--- config.mk ---
export PLATFORM = sky130hd
export DESIGN_NAME = load_store_unit
export DESIGN_NICKNAME = d
export VERILOG_FILES = /design/src/rtl/load_store_unit.sv
export SDC_FILE = /design/constraint.sdc
export NUM_CORES = 1
export LEC_CHECK = 0
export CAP_MARGIN = 25
export CORE_MARGIN = 3
export CORE_UTILIZATION = 48
export CTS_CLUSTER_SIZE = 24
export DETAILED_ROUTE_END_ITERATION = 8
export PLACE_DENSITY_LB_ADDON = 0.15
export SLEW_MARGIN = 20
export SYNTH_ARGS = -nofsm -noshare
export SYNTH_HDL_FRONTEND = slang
export SYNTH_SLANG_ARGS = --single-unit
--- constraint.sdc ---
create_clock -name clk -period 2.9 [get_ports clk]
set_input_delay 0.87 -clock clk [delete_from_list [all_inputs] [get_ports clk]]
set_output_delay 0.87 -clock clk [all_outputs]
set_load 0.03 [all_outputs]
--- src/rtl/load_store_unit.sv ---
// Memory-stage load/store unit: one req/ack data-bus transaction per operation with timeout.
// Optional LSU_MISALIGNED_TRAP_EN: misaligned accesses skip the bus and report lsu_misaligned.
module load_store_unit #(
    parameter int unsigned TIMEOUT_CYCLES = 16
) (
    input  logic        clk,
    input  logic        reset,
    input  logic        lsu_valid,
    input  logic        mem_read,
    input  logic        mem_write,
    input  logic [2:0]  funct3,
    input  logic [31:0] alu_result,
    input  logic [31:0] store_data,
    output logic        lsu_stall,
    output logic        lsu_done,
    output logic [31:0] lsu_rdata,
    output logic        lsu_bus_err,
    output logic        lsu_misaligned,
    output logic        dmem_req,
    output logic        dmem_we,
    output logic [31:0] dmem_addr,
    output logic [31:0] dmem_wdata,
    output logic [3:0]  dmem_wstrb,
    input  logic        dmem_ack,
    input  logic [31:0] dmem_rdata
);

`ifdef LSU_MISALIGNED_TRAP_EN
    localparam bit TrapEn = 1'b1;
`else
    localparam bit TrapEn = 1'b0;
`endif

    typedef enum logic [1:0] {StIdle, StBusy, StDone} state_e;

    state_e      state_q;
    logic [31:0] cnt_q;
    logic [29:0] addr_q;
    logic [1:0]  off_q;
    logic [2:0]  funct3_q;
    logic        we_q;
    logic [31:0] wdata_q;
    logic [3:0]  wstrb_q;
    logic [31:0] rdata_q;
    logic        err_q;
    logic        mis_q;

    logic        is_byte, is_half, mis_c, start, trap, busy, done, timeout;
    logic [1:0]  off_c;
    logic [3:0]  wstrb_c;
    logic [31:0] wdata_c, shifted, ext_rdata;

    // Without the trap, the lane offset is rounded down to the access size.
    always_comb begin
        is_byte = (funct3[1:0] == 2'b00);
        is_half = (funct3[1:0] == 2'b01);
        mis_c   = (is_half & alu_result[0]) | (!is_byte & !is_half & (|alu_result[1:0]));
        off_c   = 2'b00;
        wstrb_c = 4'b1111;
        wdata_c = store_data;
        if (is_byte) begin
            off_c   = alu_result[1:0];
            wstrb_c = 4'b0001 << off_c;
            wdata_c = {4{store_data[7:0]}};
        end else if (is_half) begin
            off_c   = {alu_result[1], 1'b0};
            wstrb_c = 4'b0011 << off_c;
            wdata_c = {2{store_data[15:0]}};
        end
    end

    always_comb begin
        shifted = dmem_rdata >> {off_q, 3'b000};
        case (funct3_q[1:0])
            2'b00:   ext_rdata = {{24{~funct3_q[2] & shifted[7]}}, shifted[7:0]};
            2'b01:   ext_rdata = {{16{~funct3_q[2] & shifted[15]}}, shifted[15:0]};
            default: ext_rdata = shifted;
        endcase
    end

    assign start   = lsu_valid & (mem_read | mem_write);
    assign trap    = TrapEn & mis_c;
    assign busy    = (state_q == StBusy);
    assign done    = (state_q == StDone);
    assign timeout = (TIMEOUT_CYCLES != 0) && (cnt_q == TIMEOUT_CYCLES - 1);

    always_ff @(posedge clk) begin
        if (reset) begin
            state_q  <= StIdle;
            cnt_q    <= '0;
            addr_q   <= '0;
            off_q    <= '0;
            funct3_q <= '0;
            we_q     <= 1'b0;
            wdata_q  <= '0;
            wstrb_q  <= '0;
            rdata_q  <= '0;
            err_q    <= 1'b0;
            mis_q    <= 1'b0;
        end else begin
            unique case (state_q)
                StIdle: begin
                    if (start) begin
                        addr_q   <= alu_result[31:2];
                        off_q    <= off_c;
                        funct3_q <= funct3;
                        we_q     <= mem_write;
                        wdata_q  <= wdata_c;
                        wstrb_q  <= mem_write ? wstrb_c : 4'b0000;
                        rdata_q  <= '0;
                        err_q    <= 1'b0;
                        mis_q    <= trap;
                        cnt_q    <= '0;
                        state_q  <= trap ? StDone : StBusy;
                    end
                end
                StBusy: begin
                    // An ack on the timeout cycle still completes cleanly.
                    if (dmem_ack) begin
                        rdata_q <= we_q ? 32'h0 : ext_rdata;
                        state_q <= StDone;
                    end else if (timeout) begin
                        err_q   <= 1'b1;
                        state_q <= StDone;
                    end else begin
                        cnt_q <= cnt_q + 32'd1;
                    end
                end
                StDone: begin
                    cnt_q   <= '0;
                    state_q <= StIdle;
                end
                default: state_q <= StIdle;
            endcase
        end
    end

    assign lsu_stall      = ((state_q == StIdle) & start) | busy;
    assign lsu_done       = done;
    assign lsu_rdata      = done ? rdata_q : 32'h0;
    assign lsu_bus_err    = done & err_q;
    assign lsu_misaligned = done & mis_q;
    assign dmem_req       = busy;
    assign dmem_we        = busy & we_q;
    assign dmem_addr      = busy ? {addr_q, 2'b00} : 32'h0;
    assign dmem_wdata     = busy ? wdata_q : 32'h0;
    assign dmem_wstrb     = busy ? wstrb_q : 4'b0000;

endmodule

==> results.txt, run 1 <==
The main flop type after synthesis was dfxtp_1. The largest vdd supply drop is 0.522 mV, and the post-layout minimum cycle time is 2840 ps. The share of total power consumed by net switching was 0.283. The final number of max-transition violations was 0; the area of all placed cells without fillers was 0.00974 mm². Summed over all layers, the routed wires come to 20.2 mm. The run gives 0.399 as the register area share after synthesis.

The slack of the worst reg-to-reg path is 560 ps. Port buffering added 207 buffers. Counting flops with a built-in enable in the synthesized netlist gives 0.

The worst setup path is launched from an input port. Yosys printed 0 warnings. For the pin with the worst max-slew slack, the measured transition is 853 ps. A synthesized cell averages 7.88 µm². The sequential share of power came out at 0.411. The cell family contributing the most delay on the critical path was buffers and inverters. Number of vias per cell: 5.38. The global routing usage summed across all routing layers was 0.251; the residual antenna-violating net count after detailed routing was 0. The internal portion of the total power is 3.56 mW. The run gives 0 as the final hold violation count. For the number of different library cells in the post-synthesis netlist, the log shows 53.

Leaving out fill and tap cells, the most frequent cells in the layout are nand2_1, dfxtp_1, and2_1. The startpoint-to-endpoint class of the critical path is in2out. Clock-pin slew was measured on the worst setup and hold paths at 60 ps.

Of all nets on the critical path, the largest fanout is 2. The proportion of layout cells with a drive suffix above 1 was 0.0976; the proportion of register bits with asynchronous set or reset after synthesis was 0. The remaining max-slew budget at the tightest pin was 0.431. The starting density of the core is 0.497, and the total of flip-flops plus latches after synthesis is 139. The overall via count from detail_route was 6816; the worst stage delay on the critical path was 480 ps.

Most frequent standard cell in the layout excluding fill and tap cells: nand2_1. The worst endpoint data arrival time is 1970 ps. The tools report the number of antenna violations at the first check in global routing as 1. Traced cell by cell, the critical path runs through clkdlybuf4s50_1 > o21ai_1 > or2_2 > nand2_1 > buf_6. The clock arrives with 7.54 ps of skew.

From synthesis to final layout, the design area changed by 39.7%. The number of max-capacitance violations reported is 0. The mux contribution to synthesized area is 0.0619.

Synthesis produced 885 cells. The wire-length estimate of the detail-placed layout is 14.0 mm. The global route total overflow was 0.

TritonCTS built the clock tree. In the final design database the tool counted 1182 nets. The first global-routing pass estimated 32.8 mm of wire. The clock latency at the later pin of the worst-skew pair is 430 ps, and the worst-case hold slack is 449 ps.

The tools report the boundary pin count as 211. The die width came out at 127 µm. The logs give 414 for the first-iteration detailed-routing DRC count and 5 for the first-pass iteration count of the detailed router.

Counting the buffers created by CTS gives 17. For the number of inserted filler cells in the final layout, the log shows 1211. Buffers inserted to repair hold after CTS numbered 0. For this design the total switching power over the nets is 1.41 mW. Counting along the longest clock path gives a buffer depth of 2.

The leading area contributor after synthesis was dfxtp_1. The run gives 0.0160 mm² as the total die area. Once placement finished, the instance area stood at 0.00927 mm². The leakage power was 4.13 nW. The area inside the core boundary came out at 0.0140 mm².

After synthesis, the largest family of logic cells by area is simple AND/OR/NAND/NOR gates. For the portion of total power attributed to the clock network, the log shows 0.426. In this run the clock root is driven by a clkbuf_16. The compound-cell area share of the yosys netlist is 0.166. The tools report the kind of capture point of the worst setup path as an output pin. After synthesis the cells add up to 0.00698 mm². Slowest cell on the critical path: clkdlybuf4s50_1. After detailed routing, the average wire length per cell comes to 16.0 µm. The endpoint required time on the critical path is 2030 ps. The tools report the site row count as 43. The die is 127 µm tall. Routability-driven placement finished with a final weighted congestion of 0.885.

The area share of the largest cell type after synthesis was 0.399. Part of the cycle the worst path needs: 0.978. For this design, the sink count on the clock tree is 139. Derived from the worst setup path, the maximum achievable clock frequency is 0.353 GHz.

For this design the ratio of total power to cell area is 510 mW/mm². By area the synthesized netlist is led by dfxtp_1, and2_1, nand2_1. The post-synthesis simple-gate area fraction was 0.285; the relative contribution of combinational cells to total power was 0.162. The run finished with clean final reports.

Number of antenna cells inserted: 0. For the final number of setup-violating endpoints, the log shows 0. The number of global-route vias before repair is 6461. The path class of the tightest hold or removal check is reg2reg.

The core occupancy in the finished layout is 0.694, and the total buffers and inverters traversed by the critical path is 2. The H-tree generated during clock tree synthesis spans 4 levels. The total DRC errors in the routed layout is 0, and the share of synthesized cell area in full adder, half adder and majority cells is 0.00717. Entering global routing, the biggest net connects 87 pins. Parity-gate share of the synthesized area counting xor and xnor cells: 0.0312.
[sequential cells by signal, summed over array words and instances, names as in the netlist]
signal,count
cnt_q,32
rdata_q,32
wdata_q,32
addr_q,30
wstrb_q,4
funct3_q,3
off_q,2
state_q,2
err_q,1
we_q,1
[kinds of logic after synthesis]
family                   after synthesis
AND/OR/NAND/NOR                      406
AO/OA/AOI/OAI                        186
flip-flops                           139
buffers and inverters                 83
multiplexers                          42
XOR/XNOR                              24
adder cells (fa/ha/maj)                4
other                                  1
[metal layers]
metal	global-route usage	wire [µm]	part of all wire
met2	0.402	9470	0.47
met3	0.0968	1780	0.088
met1	0.314	8590	0.43
met4	0.0782	342	0.017
met5	0	15	0.00074
[area by class of cell]
cell class | instances | area, µm² | share of cell area
sequential | 139 | 2780 | 0.286
multi-input combinational | 665 | 3870 | 0.398
tap | 180 | 225 | 0.0231
clock inverter | 14 | 136 | 0.0140
timing repair buffer | 240 | 2250 | 0.231
inverter | 10 | 37.5 | 0.00385
clock buffer | 18 | 439 | 0.0451
[cells in the mapped netlist (all sizes together), types with 2 or more instances]
cell,count
a211oi,10
xor2,7
a31o,2
nand2,144
a22oi,17
mux2,9
o21ai,35
ha,4
buf,23
nand3b,2
nor3,10
nand4b,2
a41o,2
mux2i,33
clkbuf,50
a31oi,3
dfxtp,139
nand4,17
xnor2,17
a311oi,8
a221o,16
inv,10
and2,104
and3,5
nor2b,4
nor4,9
nand3,13
nor2,89
or2,2
a21oi,84
[timing repair]
action | in CTS | in global routing
endpoints found under the setup margin | 84 | 2
gates resized for setup | 84 | 3
buffers inserted | 0 | 0
pin swaps | 0 | 0
[per-stage QoR]
step	cells	setup WS [ps]	TNS [ps]	power, mW
after global routing	1266	-2.68	-2.68	5.17
after global placement	1234	27.1	0	2.89
after CTS	1266	16.7	0	5.00
after floorplan	887	2.41	0	2.54
final	1266	63.3	0	4.97
after detailed placement	1234	-22.7	-64.6	2.90
[worst reg2reg max path: stages (launching register included)]
cell,delay (ps)
dfxtp_1,420
ha_1,210
nor4b_1,250
nand4_1,180
o21bai_1,480
a21oi_1,310
a211o_2,380
nand2_1,50
[power by group through the flow]
stage          Clock, mW  Sequential (mW)  Combinational [mW]
3_3_place_gp           0             2.08               0.809
4_1_cts             2.15             2.04               0.808
3_5_place_dp           0             2.08               0.818
6_report            2.12             2.04               0.806
5_1_grt             2.22             2.05               0.892
2_1_floorplan          0             2.07               0.470
[worst paths after layout]
kind	from	end	depth (start not counted)
setup / recovery	mem_write	lsu_stall	5
setup reg to reg	cnt_q[0]$_SDFFE_PP0P_	cnt_q[14]$_SDFFE_PP0P_	7
hold reg to reg	addr_q[5]$_SDFFE_PP0P_	addr_q[5]$_SDFFE_PP0P_	2
hold / removal	addr_q[5]$_SDFFE_PP0P_	addr_q[5]$_SDFFE_PP0P_	2
Power figures use the tool's default switching activity.
==> run 2, diff against run 1 <==
- CTS_CLUSTER_SIZE: 24 -> default
==> results of run 2 <==
Final layout, timing and power as in run 1 (identical DEF).
==> run 3, diff against run 2 <==
- CORE_UTILIZATION: 48 -> 60
- DONT_BUFFER_PORTS: default -> 1
- clock period: 2.9 -> 2.8 ns (I/O delays scaled with it)
==> results.txt, run 3 (synthesis gave the netlist of run 1 again) <==
The run finished with clean final reports. The run gives 115 ps (+51.9 ps) as the minimum setup slack in the final design. The top layer used by detailed routing is met4. The number of CTS-inserted buffers is 17 (unchanged), and the remaining max-slew budget at the tightest pin is 0.460 (+0.0290). The tools report the number of antenna violations at the first check in global routing as 0 (-1). The first-pass iteration count of the detailed router is 5 (unchanged). For the final hold violation count, the log shows 0 (unchanged).

The die width is 114 µm (-10%). The overall via count from detail_route is 6126 (-10%). The detailed-routed wire length on met2 came out at 8.80 mm (-7.1%). Number of global-route vias before repair: 5805 (-10%). The root cell of the clock tree is clkbuf_16. The core occupancy in the finished layout is 0.686 (-0.00796), and the internal power contribution is 3.63 mW (+2.0%). TritonCTS sink count: 139 (unchanged). The tools report the footprint of the multi-input gates as 0.00387 mm² (unchanged). The worst endpoint data arrival time was 1840 ps (-130 ps).

For the final number of max-transition violations, the log shows 0 (unchanged). Post-CTS resize count: 0 (-100%). The number of max-capacitance violations reported is 0 (unchanged), and the achievable clock frequency is 0.372 GHz. The largest vdd supply drop came out at 0.591 mV (+13%). Setup repair after global routing left no endpoint under its margin. The path class of the tightest hold or removal check is reg2reg. The tools report the number of buffers between clock root and the deepest sink as 2 (unchanged).

The tools report the routed metal-1 wirelength as 7.42 mm (-14%). The portion of total power attributed to the clock network is 0.455 (+0.029). For the count of hold buffers inserted by post-cts repair, the log shows 0 (unchanged).

The cell count after placement came out at 971 (-21%). The worst hold path stage count was 2 (unchanged); the register area was 0.00278 mm² (unchanged). Largest clock skew in the final design: 7.54 ps (-0.00699 ps). The relative contribution of combinational cells to total power came out at 0.114 (-0.048). Leaving out fill and tap cells, the most frequent cells in the layout are nand2_1, dfxtp_1, and2_1. For the area inside the core boundary, the log shows 0.0111 mm² (-21%). Startpoint-to-endpoint class of the critical path: reg2out. The share of total power consumed by net switching was 0.263 (-0.0202); the post-layout instance count excluding filler cells was 1003 (-21%).

The tools report the met3 wire length as 1.85 mm (+3.9%). The per-cell routed wire length is 18.3 µm (+15%). Final setup TNS: 0 ps (unchanged). Residual antenna-violating net count after detailed routing: 0 (unchanged). The kind of capture point of the worst setup path is an output pin. Global routing usage summed across all routing layers: 0.279 (+0.0278).

The run gives 420 ps (about the same) as the clock latency at the later pin of the worst-skew pair. The total of buffers placed on input and output ports came out at 0 (-100%). The part of the cycle the worst path needs came out at 0.959. The logs give 211 (unchanged) for the boundary pin count and 920 (-24%) for the number of inserted filler cells in the final layout. The leakage power is 2.83 nW (-31%), and the clock-pin slew on the worst setup and hold paths is 60 ps (about the same). For the site row count, the log shows 38 (-12%). For the post-CTS setup buffer count, the log shows 0 (unchanged).

The run gives 480 ps (-80 ps) as the slack of the worst reg-to-reg path. For the global route total overflow, the log shows 0 (unchanged). The switching power summed over all nets was 1.29 mW (-7.9%).

The worst setup path is launched from a flop. The total die area was 0.0130 mm² (-19%). The global-route wire length before repair is 29.1 mm (-11%). Chip height: 114 µm (-10%). The estimated wirelength of the detail-placed design was 12.8 mm (-9.0%).

The setup slack after placement was 321 ps (+344 ps). The tools report the routed wire length as 18.4 mm (-9.1%). The maximum level of the CTS H-tree came out at 4 (unchanged). The most frequent standard cell in the layout excluding fill and tap cells was nand2_1. The worst-path maximum fanout is 21 (+19), and the proportion of layout cells with a drive suffix above 1 is 0.0788 (-0.0188). For the first-iteration detailed-routing DRC count, the log shows 614 (+48%).

The number of vias per cell was 6.11 (+13%); the starting density of the core was 0.630 (+0.133). The tools report the endpoint required time on the critical path as 1960 ps (-70 ps). Cell depth of the worst flop-to-flop path: 7 (unchanged). The final number of setup-violating endpoints was 0 (unchanged). The power per standard cell area works out to 648 mW/mm² (+27%).

The largest registers in the layout are cnt_q: 32 flops, rdata_q: 32 flops, wdata_q: 32 flops. The pin slew with the least headroom to its limit was 807 ps (-46.5 ps). Number of antenna cells inserted: 0 (unchanged). The run gives 0 (unchanged) as the total DRC errors in the routed layout. The pin count of the biggest net entering global routing was 100 (+15%); the global placer's final weighted congestion was 0.852 (-3.8%).

TritonCTS built the clock tree. From synthesis to final layout, the design area changed by 8.91%. The net count reported at finish was 959 (-19%). The sequential share of power is 0.431 (+0.020). After layout, the minimum clock period comes to 2680 ps.
-- run 3: cell types whose count changed in the layout (fill, tap and decap cells not counted), moves of 2 or more --
cell and delta:
clkdlybuf4s50_1 -103, dlygate4sd2_1 -84, buf_4 -29, buf_12 -5, inv_6 -4, clkbuf_1 +3, clkbuf_8 +2, clkinv_4 -2
-- run 3: layout make-up --
type	count	area share
Multi-Input combinational cell	665	0.510
Clock buffer	23	0.0629
Clock inverter	9	0.0147
Timing Repair Buffer	17	0.0184
Tap cell	140	0.0231
Inverter	10	0.00494
Sequential cell	139	0.366
-- run 3: per-layer routing --
| layer | up-vias | global-route usage |
|---|---|---|
| li1 | 2951 | - |
| met1 | 2870 | 0.343 |
| met2 | 278 | 0.458 |
| met3 | 27 | 0.102 |
| met4 | 0 | 0.0871 |
| met5 | - | 0 |
-- run 3: worst paths after layout --
check	to	startpoint
worst max-delay path	dmem_addr[6]	state_q[1]$_SDFFE_PP0P_
worst min-delay path	wdata_q[29]$_SDFFE_PP0P_	wdata_q[29]$_SDFFE_PP0P_
worst max register to register	wstrb_q[1]$_SDFFE_PP0P_	state_q[1]$_SDFFE_PP0P_
worst min register to register	wdata_q[29]$_SDFFE_PP0P_	wdata_q[29]$_SDFFE_PP0P_
-- run 3: stage by stage --
step / cell area (µm²) / total power, mW / hold WS [ps]
6_report: 7600 / 4.93 / 444
5_1_grt: 7600 / 5.12 / 465
3_3_place_gp: 7010 / 2.70 / 433
2_1_floorplan: 6980 / 2.63 / 432
3_5_place_dp: 7010 / 2.72 / 437
4_1_cts: 7600 / 4.95 / 446
-- run 3: power groups by stage --
stage               registers [mW]  clock network, mW  logic, mW
floorplan                     2.14                  0      0.488
global placement              2.16                  0      0.539
detailed placement            2.16                  0      0.560
CTS                           2.12               2.26      0.564
global route                  2.13               2.36      0.630
finish                        2.12               2.24      0.563
-- run 3: critical path, stage by stage (launching register included) --
cell     delay [ps]
dfxtp_1         330
inv_1            80
ha_2            320
buf_4           310
and2_1          380
